$ cat src/rtl/vga_scan_ctrl.sv
// vga_scan_ctrl: parametrised VGA scan controller.
// Generates H/V timing, issues framebuffer reads (1x or 2x pixel doubling),
// expands RGB332 read data to RGB444 and delay-aligns hs/vs/de/frame_start
// to the colour data. Everything advances only on pix_en_i strobes.
// Ports:
//   clk, rst            clock, synchronous active-high reset
//   pix_en_i            pixel strobe
//   scale_i             0 = 1x buffer, 1 = 2x doubled buffer (sampled at frame start)
//   rd_en_o, rd_addr_o  framebuffer read strobe / address
//   rd_data_i           RGB332 read data, valid RD_LAT strobes after issue
//   r_o, g_o, b_o       RGB444 colour
//   hs_o, vs_o, de_o    syncs and display enable, aligned with colour
//   frame_start_o       one-clk pulse when pixel (0,0) reaches the outputs
module vga_scan_ctrl #(
  parameter int unsigned H_ACTIVE = 640,
  parameter int unsigned H_FP     = 16,
  parameter int unsigned H_SYNC   = 96,
  parameter int unsigned H_BP     = 48,
  parameter int unsigned V_ACTIVE = 480,
  parameter int unsigned V_FP     = 10,
  parameter int unsigned V_SYNC   = 2,
  parameter int unsigned V_BP     = 33,
  parameter bit          HS_POL   = 1'b0,
  parameter bit          VS_POL   = 1'b0,
  parameter int unsigned RD_LAT   = 1,
  parameter int unsigned ADDR_W   = 19
) (
  input  logic              clk,
  input  logic              rst,
  input  logic              pix_en_i,
  input  logic              scale_i,
  output logic              rd_en_o,
  output logic [ADDR_W-1:0] rd_addr_o,
  input  logic [7:0]        rd_data_i,
  output logic [3:0]        r_o,
  output logic [3:0]        g_o,
  output logic [3:0]        b_o,
  output logic              hs_o,
  output logic              vs_o,
  output logic              de_o,
  output logic              frame_start_o
);

  localparam int unsigned H_TOTAL  = H_ACTIVE + H_FP + H_SYNC + H_BP;
  localparam int unsigned V_TOTAL  = V_ACTIVE + V_FP + V_SYNC + V_BP;
  localparam int unsigned HC_W     = $clog2(H_TOTAL);
  localparam int unsigned VC_W     = $clog2(V_TOTAL);
  localparam int unsigned HS_START = H_ACTIVE + H_FP;
  localparam int unsigned HS_END   = HS_START + H_SYNC;
  localparam int unsigned VS_START = V_ACTIVE + V_FP;
  localparam int unsigned VS_END   = VS_START + V_SYNC;
  localparam int unsigned H_HALF   = H_ACTIVE / 2;

  logic [HC_W-1:0]   hcnt_q, hcnt_d;
  logic [VC_W-1:0]   vcnt_q, vcnt_d;
  logic              scale_q, scale_d;
  logic [ADDR_W-1:0] row_base_q, row_base_d;
  logic [ADDR_W-1:0] col_off;
  logic              frame_origin, line_end, frame_end;
  logic              scale_eff, pix_active, hs_act, vs_act;

  // Delay lines for sync/enable/frame markers; bit 0 is loaded at read issue
  logic [RD_LAT-1:0] hs_pipe_q, vs_pipe_q, de_pipe_q, fs_pipe_q;

  logic              rd_en_q;
  logic [ADDR_W-1:0] rd_addr_q;
  logic [3:0]        r_q, g_q, b_q;
  logic              hs_q, vs_q, de_q, frame_start_q;

  // Scan position decode
  always_comb begin
    frame_origin = (hcnt_q == '0) && (vcnt_q == '0);
    line_end     = (hcnt_q == HC_W'(H_TOTAL - 1));
    frame_end    = (vcnt_q == VC_W'(V_TOTAL - 1));
    // The strobe that samples scale must already use the new value
    scale_eff    = frame_origin ? scale_i : scale_q;
    pix_active   = (hcnt_q < HC_W'(H_ACTIVE)) && (vcnt_q < VC_W'(V_ACTIVE));
    hs_act       = (hcnt_q >= HC_W'(HS_START)) && (hcnt_q < HC_W'(HS_END));
    vs_act       = (vcnt_q >= VC_W'(VS_START)) && (vcnt_q < VC_W'(VS_END));
    col_off      = scale_eff ? ADDR_W'(hcnt_q >> 1) : ADDR_W'(hcnt_q);
  end

  // Next counter / row-base state for the coming strobe
  always_comb begin
    hcnt_d     = hcnt_q + HC_W'(1);
    vcnt_d     = vcnt_q;
    scale_d    = frame_origin ? scale_i : scale_q;
    row_base_d = row_base_q;
    if (line_end) begin
      hcnt_d = '0;
      if (frame_end) begin
        vcnt_d     = '0;
        row_base_d = '0;
      end else begin
        vcnt_d = vcnt_q + VC_W'(1);
        // In 2x mode each buffer row is shown on two consecutive lines
        if (!scale_eff) begin
          row_base_d = row_base_q + ADDR_W'(H_ACTIVE);
        end else if (vcnt_q[0]) begin
          row_base_d = row_base_q + ADDR_W'(H_HALF);
        end
      end
    end
  end

  // Counters, read issue, alignment pipeline and output stage
  always_ff @(posedge clk) begin
    if (rst) begin
      hcnt_q        <= '0;
      vcnt_q        <= '0;
      scale_q       <= 1'b0;
      row_base_q    <= '0;
      hs_pipe_q     <= '0;
      vs_pipe_q     <= '0;
      de_pipe_q     <= '0;
      fs_pipe_q     <= '0;
      rd_en_q       <= 1'b0;
      rd_addr_q     <= '0;
      r_q           <= '0;
      g_q           <= '0;
      b_q           <= '0;
      hs_q          <= ~HS_POL;
      vs_q          <= ~VS_POL;
      de_q          <= 1'b0;
      frame_start_q <= 1'b0;
    end else begin
      rd_en_q       <= 1'b0;
      frame_start_q <= 1'b0;
      if (pix_en_i) begin
        hcnt_q     <= hcnt_d;
        vcnt_q     <= vcnt_d;
        scale_q    <= scale_d;
        row_base_q <= row_base_d;
        rd_en_q    <= pix_active;
        if (pix_active) begin
          rd_addr_q <= row_base_q + col_off;
        end
        hs_pipe_q <= RD_LAT'({hs_pipe_q, hs_act});
        vs_pipe_q <= RD_LAT'({vs_pipe_q, vs_act});
        de_pipe_q <= RD_LAT'({de_pipe_q, pix_active});
        fs_pipe_q <= RD_LAT'({fs_pipe_q, frame_origin});
        hs_q          <= hs_pipe_q[RD_LAT-1] ? HS_POL : ~HS_POL;
        vs_q          <= vs_pipe_q[RD_LAT-1] ? VS_POL : ~VS_POL;
        de_q          <= de_pipe_q[RD_LAT-1];
        frame_start_q <= fs_pipe_q[RD_LAT-1];
        if (de_pipe_q[RD_LAT-1]) begin
          r_q <= {rd_data_i[7:5], rd_data_i[7]};
          g_q <= {rd_data_i[4:2], rd_data_i[4]};
          b_q <= {rd_data_i[1:0], rd_data_i[1:0]};
        end else begin
          r_q <= '0;
          g_q <= '0;
          b_q <= '0;
        end
      end
    end
  end

  assign rd_en_o       = rd_en_q;
  assign rd_addr_o     = rd_addr_q;
  assign r_o           = r_q;
  assign g_o           = g_q;
  assign b_o           = b_q;
  assign hs_o          = hs_q;
  assign vs_o          = vs_q;
  assign de_o          = de_q;
  assign frame_start_o = frame_start_q;

endmodule
$ cat config.mk
export PLATFORM = sky130hd
export DESIGN_NAME = vga_scan_ctrl
export DESIGN_NICKNAME = d
export VERILOG_FILES = /design/src/rtl/vga_scan_ctrl.sv
export SDC_FILE = /design/constraint.sdc
export NUM_CORES = 1
export LEC_CHECK = 0
export CAP_MARGIN = 20
export CELL_PAD_IN_SITES_DETAIL_PLACEMENT = 0
export CELL_PAD_IN_SITES_GLOBAL_PLACEMENT = 1
export CORE_MARGIN = 2
export CORE_UTILIZATION = 40
export CTS_BUF_LIST = sky130_fd_sc_hd__clkbuf_2 sky130_fd_sc_hd__clkbuf_4 sky130_fd_sc_hd__clkbuf_8
export DETAILED_ROUTE_END_ITERATION = 10
export GPL_TIMING_DRIVEN = 0
export PLACE_DENSITY_LB_ADDON = 0.1
export SLEW_MARGIN = 40
export SYNTH_ARGS = -nofsm -noshare
export SYNTH_HDL_FRONTEND = slang
export SYNTH_SLANG_ARGS = --single-unit
$ cat constraint.sdc
create_clock -name clk -period 4 [get_ports clk]
set_clock_uncertainty 0.05 [all_clocks]
set_input_delay 0.8 -clock clk [delete_from_list [all_inputs] [get_ports clk]]
set_output_delay 0.8 -clock clk [all_outputs]
set_load 0.005 [all_outputs]
==> After elaboration in Yosys (flattened, before gate mapping) <==
Index checks and enable logic that the tools add are counted.
{ "totals": {"reg_bits": 80, "input_bits": 12, "wordCells": 54, "output_inout_bits": 36} }
{ "op_classes": {"eq_ne": 3, "bitwise": 1, "mux": 12, "add_sub_neg": 5, "n_lt_le_gt_ge": 6, "reduce_logical": 10} }
{ "op_table": {"columns": ["op", "count"], "rows": [
  ["$mux W19", 3],
  ["$mux W10", 3],
  ["$add A10 B1 Y10 const B", 2],
  ["$eq A10 B10 Y1 const B", 2],
  ["$logic_not A10 Y1", 2],
  ["$lt A10 B10 Y1 const B", 2],
  ["$lt A10 B9 Y1 const B", 2],
  ["$add A19 B10 Y19", 1],
  ["$add A19 B10 Y19 const B", 1],
  ["$add A19 B9 Y19 const B", 1],
  ["$mux W4", 3],
  ["$ge A10 B10 Y1 const B", 1],
  ["$ge A10 B9 Y1 const B", 1],
  ["$logic_and A1 B1 Y1", 4],
  ["$reduce_and A2 Y1", 2],
  ["$mux W1", 3],
  ["$ne A3 B2 Y1 const B", 1],
  ["$reduce_and A3 Y1", 1],
  ["$reduce_or A2 Y1", 1],
  ["$not A1 Y1", 1]
]} }

==> Logic depth before layout (Yosys ltp) <==
{ "logic_depth": {"word_depth": 5, "ltp_mapped": 17, "ltp_nobuf": 15} }

==> Worst setup path after synthesis <==
Ideal clock, no wire load.
{ "synth_path": {"path_type": "register -> register", "from": "register vcnt_q[0]", "to": "register rd_addr_q[13], in the netlist rd_addr_o[13]", "path_slack_ps": 571, "path_stages_with_launch": 18, "period_less_slack_ps": 3429, "setup_time_ps": 86, "n_path_buf": 2, "t_arrival_ps": 3294, "required_time_ps": 3864, "path_cell_list": "dfxtp_1 clkbuf_1 inv_1 ha_1 or2b_2 nor2_1 nand3_1 and2_2 clkbuf_2 nand2_1 nand2_1 ha_1 a21o_1 a21o_1 a21oi_1 nor3b_1 xnor2_1 a211oi_1"} }
{ "synth_between": {"elab_chain_len": 5, "elab_cells_between_ends": 8, "classes_between": "add/sub (1); order compare (1); mux (2); reduce/logical (4)"} }
{ "synth_lines": {"columns": ["item", "line_no", "rtl"], "rows": [
  ["from (decl)", "55", "logic [VC_W-1:0] vcnt_q, vcnt_d;"],
  ["from (signal assigned)", "131", "vcnt_q <= vcnt_d;"],
  ["$logic_not A10 Y1", "72", "frame_origin = (hcnt_q == '0) && (vcnt_q == '0);"],
  ["$logic_and A1 B1 Y1", "72", null],
  ["$mux W1", null, null],
  ["$mux W10", "80", "col_off = scale_eff ? ADDR_W'(hcnt_q >> 1) : ADDR_W'(hcnt_q);"],
  ["$add A19 B10 Y19", "136", "rd_addr_q <= row_base_q + col_off;"],
  ["to (signal assigned)", "136", null],
  ["to (decl)", "66", "logic [ADDR_W-1:0] rd_addr_q;"]
]} }
Parallel ways exist; a longest one is shown, timed or not.
A chain may end at the register's enable or synchronous reset.

==> Worst setup path after layout <==
Same ends and word-level chain as after synthesis.

==> out/results.tsv <==
metric	value	unit
critPathArrivalTime	3.87	ns
final_common_cell	dfxtp_1	
vias	3438	
final_cell_mix	69 x dfxtp_1, 52 x nand2_1, 47 x clkdlybuf4s50_1, 37 x a21oi_1, 35 x nor2_1	
path_max_fanout	10	
maxSlewViolCount	0	
grt_pass1_vias	3105	
p_seq_share	46.9	%
finalWorstSetupSlack	0.2975	ns
fin_area	4609	um^2
drcViolationCount	0	
ys_ff_latch	70	
clock_tree.root_cell	clkbuf_8	
fin_crit	3.703	ns
ys_warn_count	0	
ir_drop	0.1626	mV
r2r_start	vcnt_q[0]	
critPathLaunchType	register	
antenna_found_initial	0	
die_h	100.8	um
syn_area_per_cell	8.218	um^2
cp.required	4.17	ns
start_util	40.94	%
hold_path.class	reg -> reg	
cts_setup_buffers	0	
cts_buffer_depth	2	
max_freq	270.1	MHz
fin_nets	537	
tritoncts	yes	
rr_endpoint	rd_addr_o[13]	
hpwl	7197	um
dr.pass1.iters	4	
postSynthNetCount	480	
synth.area.top_cells	dfxtp_1 37%, nand2_1 5.2%, a21oi_1 5.1%, ha_1 4.0%, xnor2_1 4.0%	
fillers	916	
synthCells	456	
hold_end	rd_addr_o[9]	
synth_top_area_cell	dfxtp_1	
drt-vias-per-instance	5.466	
maxSlewHeadroom	51.77	%
synthArstFlopShare	0	%
syn-cell-area	3747	um^2
status	finished, final reports clean	
p_leak	0.001645	uW
holdCritStartpoint	rd_addr_o[9]	
clock_sinks	70	
synthFlopType	dfxtp_1	
numCtsBuffers	9	
startpoint	vcnt_q[0]	
hold_viol	0	
clkPwrFrac	43.5	%
path_class	reg -> reg	
syn_to_final_growth	23.00	%
die_w	100.8	um
synth-edff-count	0	
dieArea	10160	um^2
synth_top_area_share	37.40	%
diodes	0	
power.switching	389.2	uW
grt_max_degree	14	
powerDensity	333.7	nW/um^2
swShare	25.30	%
core-area	9153	um^2
grt_usage	20.35	%
place.gp.congestion	0.8336	
ios	48	
rsz0062_at_grt	false	
period_share	92.56	%
drt_iter0_markers	183	
cell_internal_pwr	1149	uW
ant_nets	0	
yosysSeqAreaShare	37.40	%
post-place-ws	-0.1272	ns
finalSetupViolations	0	
combinationalPowerShare	9.5	%
worst_pin_slew	0.7235	ns
wl_per_cell	15.83	um
clk_latency	0.36	ns
dpl_cell_area	4363	um^2
ff2ff_path_depth	16	
cp-end-kind	register	
grt-ovfl-total	0	
grt_pass1_wl	16190	um
numPortBuffers	47	
rows	35	
min_path_cells	2	
synth.lib_cells_used.distinct	61	
clkTransAtPathRegs	0.08	ns
maxCapViolations	0	
final_layout_size_suffix_gt1_share	9.846	%
routed_wl	9958	um
htreeDepth	3	
r2r_slack	0.30	ns
[cell families (layout without fill, tap and decap cells)]
kind of cell,after synthesis,count (layout),synth area share (%)
compound gates,103,103,17.30
xor+xnor,29,29,6.778
fa+ha+maj,12,12,4.007
buf+inv,49,111,5.876
flops,70,70,37.40
mux,11,11,2.938
other cells,1,1,0.1001
simple gates,181,181,25.61
[state kept, by name, indices dropped and copies added, names as in the netlist, 2 cells and up]
| name | cells |
|---|---|
| g_o | 3 |
| vcnt_q | 10 |
| hcnt_q | 10 |
| r_o | 3 |
| row_base_q | 13 |
| b_o | 2 |
| rd_addr_o | 19 |
[metal layers]
layer	vias to the layer above	wire length, um	track usage [%]
li1	1729	-	-
met5	-	0	0
met4	0	104	6.112
met1	1621	4975	29.42
met3	13	514	4.092
met2	75	4364	30.46
[power groups by stage]
| stage | clock [uW] | combinational, uW | sequential, uW |
|---|---|---|---|
| 6_report | 670 | 147 | 722 |
| 3_5_place_dp | 0 | 145 | 738 |
| 2_1_floorplan | 0 | 80.2 | 738 |
| 5_1_grt | 713 | 162 | 724 |
| 4_1_cts | 685 | 147 | 722 |
| 3_3_place_gp | 0 | 145 | 738 |
[cell type report]
| type | count | area (um^2) | area share (%) |
|---|---|---|---|
| inverters | 13 | 48.80 | 1.059 |
| multi-input cells | 337 | 2151 | 46.66 |
| clock buffers | 10 | 137.6 | 2.986 |
| plain buffers | 35 | 167.7 | 3.637 |
| flip-flops and latches | 70 | 1403 | 30.43 |
| clock inverters | 6 | 92.59 | 2.009 |
| repair buffers | 47 | 470.5 | 10.21 |
| well taps | 111 | 138.9 | 3.013 |
[metrics by stage]
step	util (%)	TNS, ns	power, uW	hold WS, ns	cells
final	50.36	0	1538	0.4097	629
after global routing	50.36	0	1598	0.4312	629
after CTS	50.27	0	1554	0.4126	630
after detailed placement	47.67	-0.2638	883.7	0.4017	614
after global placement	47.60	-0.3377	882.2	0.3930	614
after floorplan	-	0	818.2	0.3907	456
[worst max path at each step]
stage,slack [ns],depth (start not counted),end
2_1_floorplan,0.57,17,rd_addr_o[13]
3_3_place_gp,-0.15,17,rd_addr_o[13]
3_5_place_dp,-0.13,17,rd_addr_o[13]
4_1_cts,0.02,17,rd_addr_o[13]
5_1_grt,0.06,16,rd_addr_o[13]
6_report,0.30,16,rd_addr_o[13]
[cell usage after synthesis (5+ instances only)]
library cell	count
a211oi_1	5
a21oi_1	38
a22oi_1	8
a31oi_1	5
and3_1	6
and4_1	5
buf_2	7
buf_4	7
clkbuf_1	20
dfxtp_1	70
ha_1	12
inv_1	13
mux2i_1	11
nand2_1	52
nand2b_1	5
nand3_1	15
nand4_1	14
nor2_1	37
nor3_1	14
o21ai_0	24
xnor2_1	17
xor2_1	12
[worst max-delay path: stages, from the launching register on]
cell      delay (ns)
dfxtp_2         0.40
inv_1           0.15
ha_1            0.16
or2b_2          0.35
or2_4           0.31
o21ai_4         0.26
and2_2          0.18
clkbuf_2        0.18
nand2_1         0.07
nand2_1         0.07
ha_1            0.27
a21o_1          0.21
a21o_1          0.21
a21oi_2         0.22
nor3b_1         0.09
xnor2_1         0.26
a211oi_1        0.11
[what timing repair did]
action,CTS,global route
pin swaps,0,1
hold buffers,0,0
endpoints found under the hold margin,0,0
resized for setup,2,4
setup endpoints to repair,3,9
Note: power is estimated with default switching activity, not from simulation.
==> patch: new RTL, same flow settings <==
The parameter `HS_POL` goes from 1'b0 to 1'b1.
--- a/src/rtl/vga_scan_ctrl.sv
+++ b/src/rtl/vga_scan_ctrl.sv
@@ -20,7 +20,7 @@
   parameter int unsigned V_FP     = 10,
   parameter int unsigned V_SYNC   = 2,
   parameter int unsigned V_BP     = 33,
-  parameter bit          HS_POL   = 1'b0,
+  parameter bit          HS_POL   = 1'b1,
   parameter bit          VS_POL   = 1'b0,
   parameter int unsigned RD_LAT   = 1,
   parameter int unsigned ADDR_W   = 19
Formal check against the unedited RTL: not equivalent (a bounded check fails within 4 cycles, from zero or initial values and one cycle with rst high).
==> patch against the unedited design <==
  * Total power is 5.2% higher
  * Die area is 5.6% lower
  * Cell area down 4.5%
  * Wire length down 11%
  * Area after synthesis is 5.8% lower
  * Maximum frequency fell by 0.97%
  * Sequential cell count is the same
  * Worst setup slack got worse by 0.036 ns
  * Largest power group is now the clock network
  * Highest routed layer unchanged
==> patch: results (changes against the unedited design) <==
[status]
status=completed

[finish]
clkbuf_count=10  ; unchanged
inverters=10  ; -3
multi_input_area_um2=1960  ; -8.7%
sh_seq_area_pct=31.8  ; +1.4 points
multi_input_cells=310  ; -8.0%
final_nets=499  ; -7.1%
drive_above_1_share_pct=10.6  ; +0.78 points
buf_share_pct=13.5  ; -0.37 points
signal_buffers=74  ; -9.8%
clk_share_pct=6.14  ; +1.1 points
seq_cells=70  ; unchanged
num-fill-cells=849  ; -7.3%

[setup_path]
endpoint=rd_addr_o[10]
crit_family=compound AO/OA/AOI/OAI gates
worstPathMaxFanout=10  ; unchanged
cp.arrival_ns=3.98  ; +0.11 ns
slowest_delay_ns=0.33  ; -0.07 ns
r2r_cells=18  ; +2
rrSetupSlack_ns=0.26  ; -0.04 ns
slowest_stage=dfxtp_1

[clock_network]
clock_latency_ns=0.35
cts_htree_levels=3  ; unchanged
cts_root_buffer=clkbuf_8
cts_buffers=9  ; unchanged
post_cts_resized=0  ; -2

[detailed_routing]
routed-via-count=3093  ; -10%
wl_mm=8.84  ; -11%
drt_iter0_drc=142  ; -22%

[yosys]
synth_ff_type=dfxtp_1
synthTopCellsByArea=dfxtp_1 (40%), nor2_1 (6.6%), xnor2_1 (5.5%)
yosysSeqAreaShare_pct=39.7  ; +2.3 points
synth_commonest_cells=dfxtp_1 (70), nor2_1 (62), nand2_1 (46)
synth_top_area_share_pct=39.7  ; +2.3 points
synth.distinct_cells=57  ; -6.6%
yosys_warnings=0  ; unchanged
synth_fp_nets=442  ; -7.9%
async_reset_ff_share_pct=0  ; unchanged

[grt]
grt_max_degree=13  ; -1
grt_pass1_vias=2959  ; -4.7%
grt_pass1_wl_mm=14.9  ; -7.7%
grt_usage_pct=19.4  ; -0.98 points

[power]
irDropWorstVdd_mv=0.253  ; +56%
p_leak_nw=1.66  ; +0.73%

[sta]
slew_headroom_pct=44.8  ; -7.0 points
hold_slack_ns=0.399  ; -0.0108 ns

[placement]
routabilityCongestion=0.808  ; -3.0%
port-buffer-count=46  ; -2.1%
hpwl_mm=6.55  ; -8.9%

[min_path]
hold_path_class=register to register
min_to=frame_start_o
min-delay-start=fs_pipe_q

-- patch: per-layer routing --
metal  routed length, um  track usage [%]  up-vias
met4                 123             6.62        0
met2                3990             30.0       45
met3                 259             3.87       11
met5                   0                0        -
li1                    -                -     1576
met1                4460             27.0     1461
-- patch: per-stage QoR --
stage / std cells / setup slack (ns) / cell area, um^2
2_1_floorplan: 418 / 0.634 / 3530
3_3_place_gp: 572 / 0.00356 / 4130
3_5_place_dp: 572 / 0.0429 / 4130
4_1_cts: 588 / 0.119 / 4400
5_1_grt: 588 / 0.00990 / 4400
6_report: 588 / 0.261 / 4400
-- patch: cell families after synthesis --
logic type	share of synthesized area, %
mux	1.13
other cells	0.106
buf+inv	4.82
xor+xnor	8.68
fa+ha+maj	4.25
flops	39.7
simple gates	25.5
compound gates	15.8
-- patch: power breakdown --
group | leakage (nW) | internal [mW] | switching (mW)
clock | 0.132 | 0.493 | 0.275
combinational | 0.957 | 0.0565 | 0.0749
sequential | 0.568 | 0.710 | 0.00821
total | 1.66 | 1.26 | 0.358
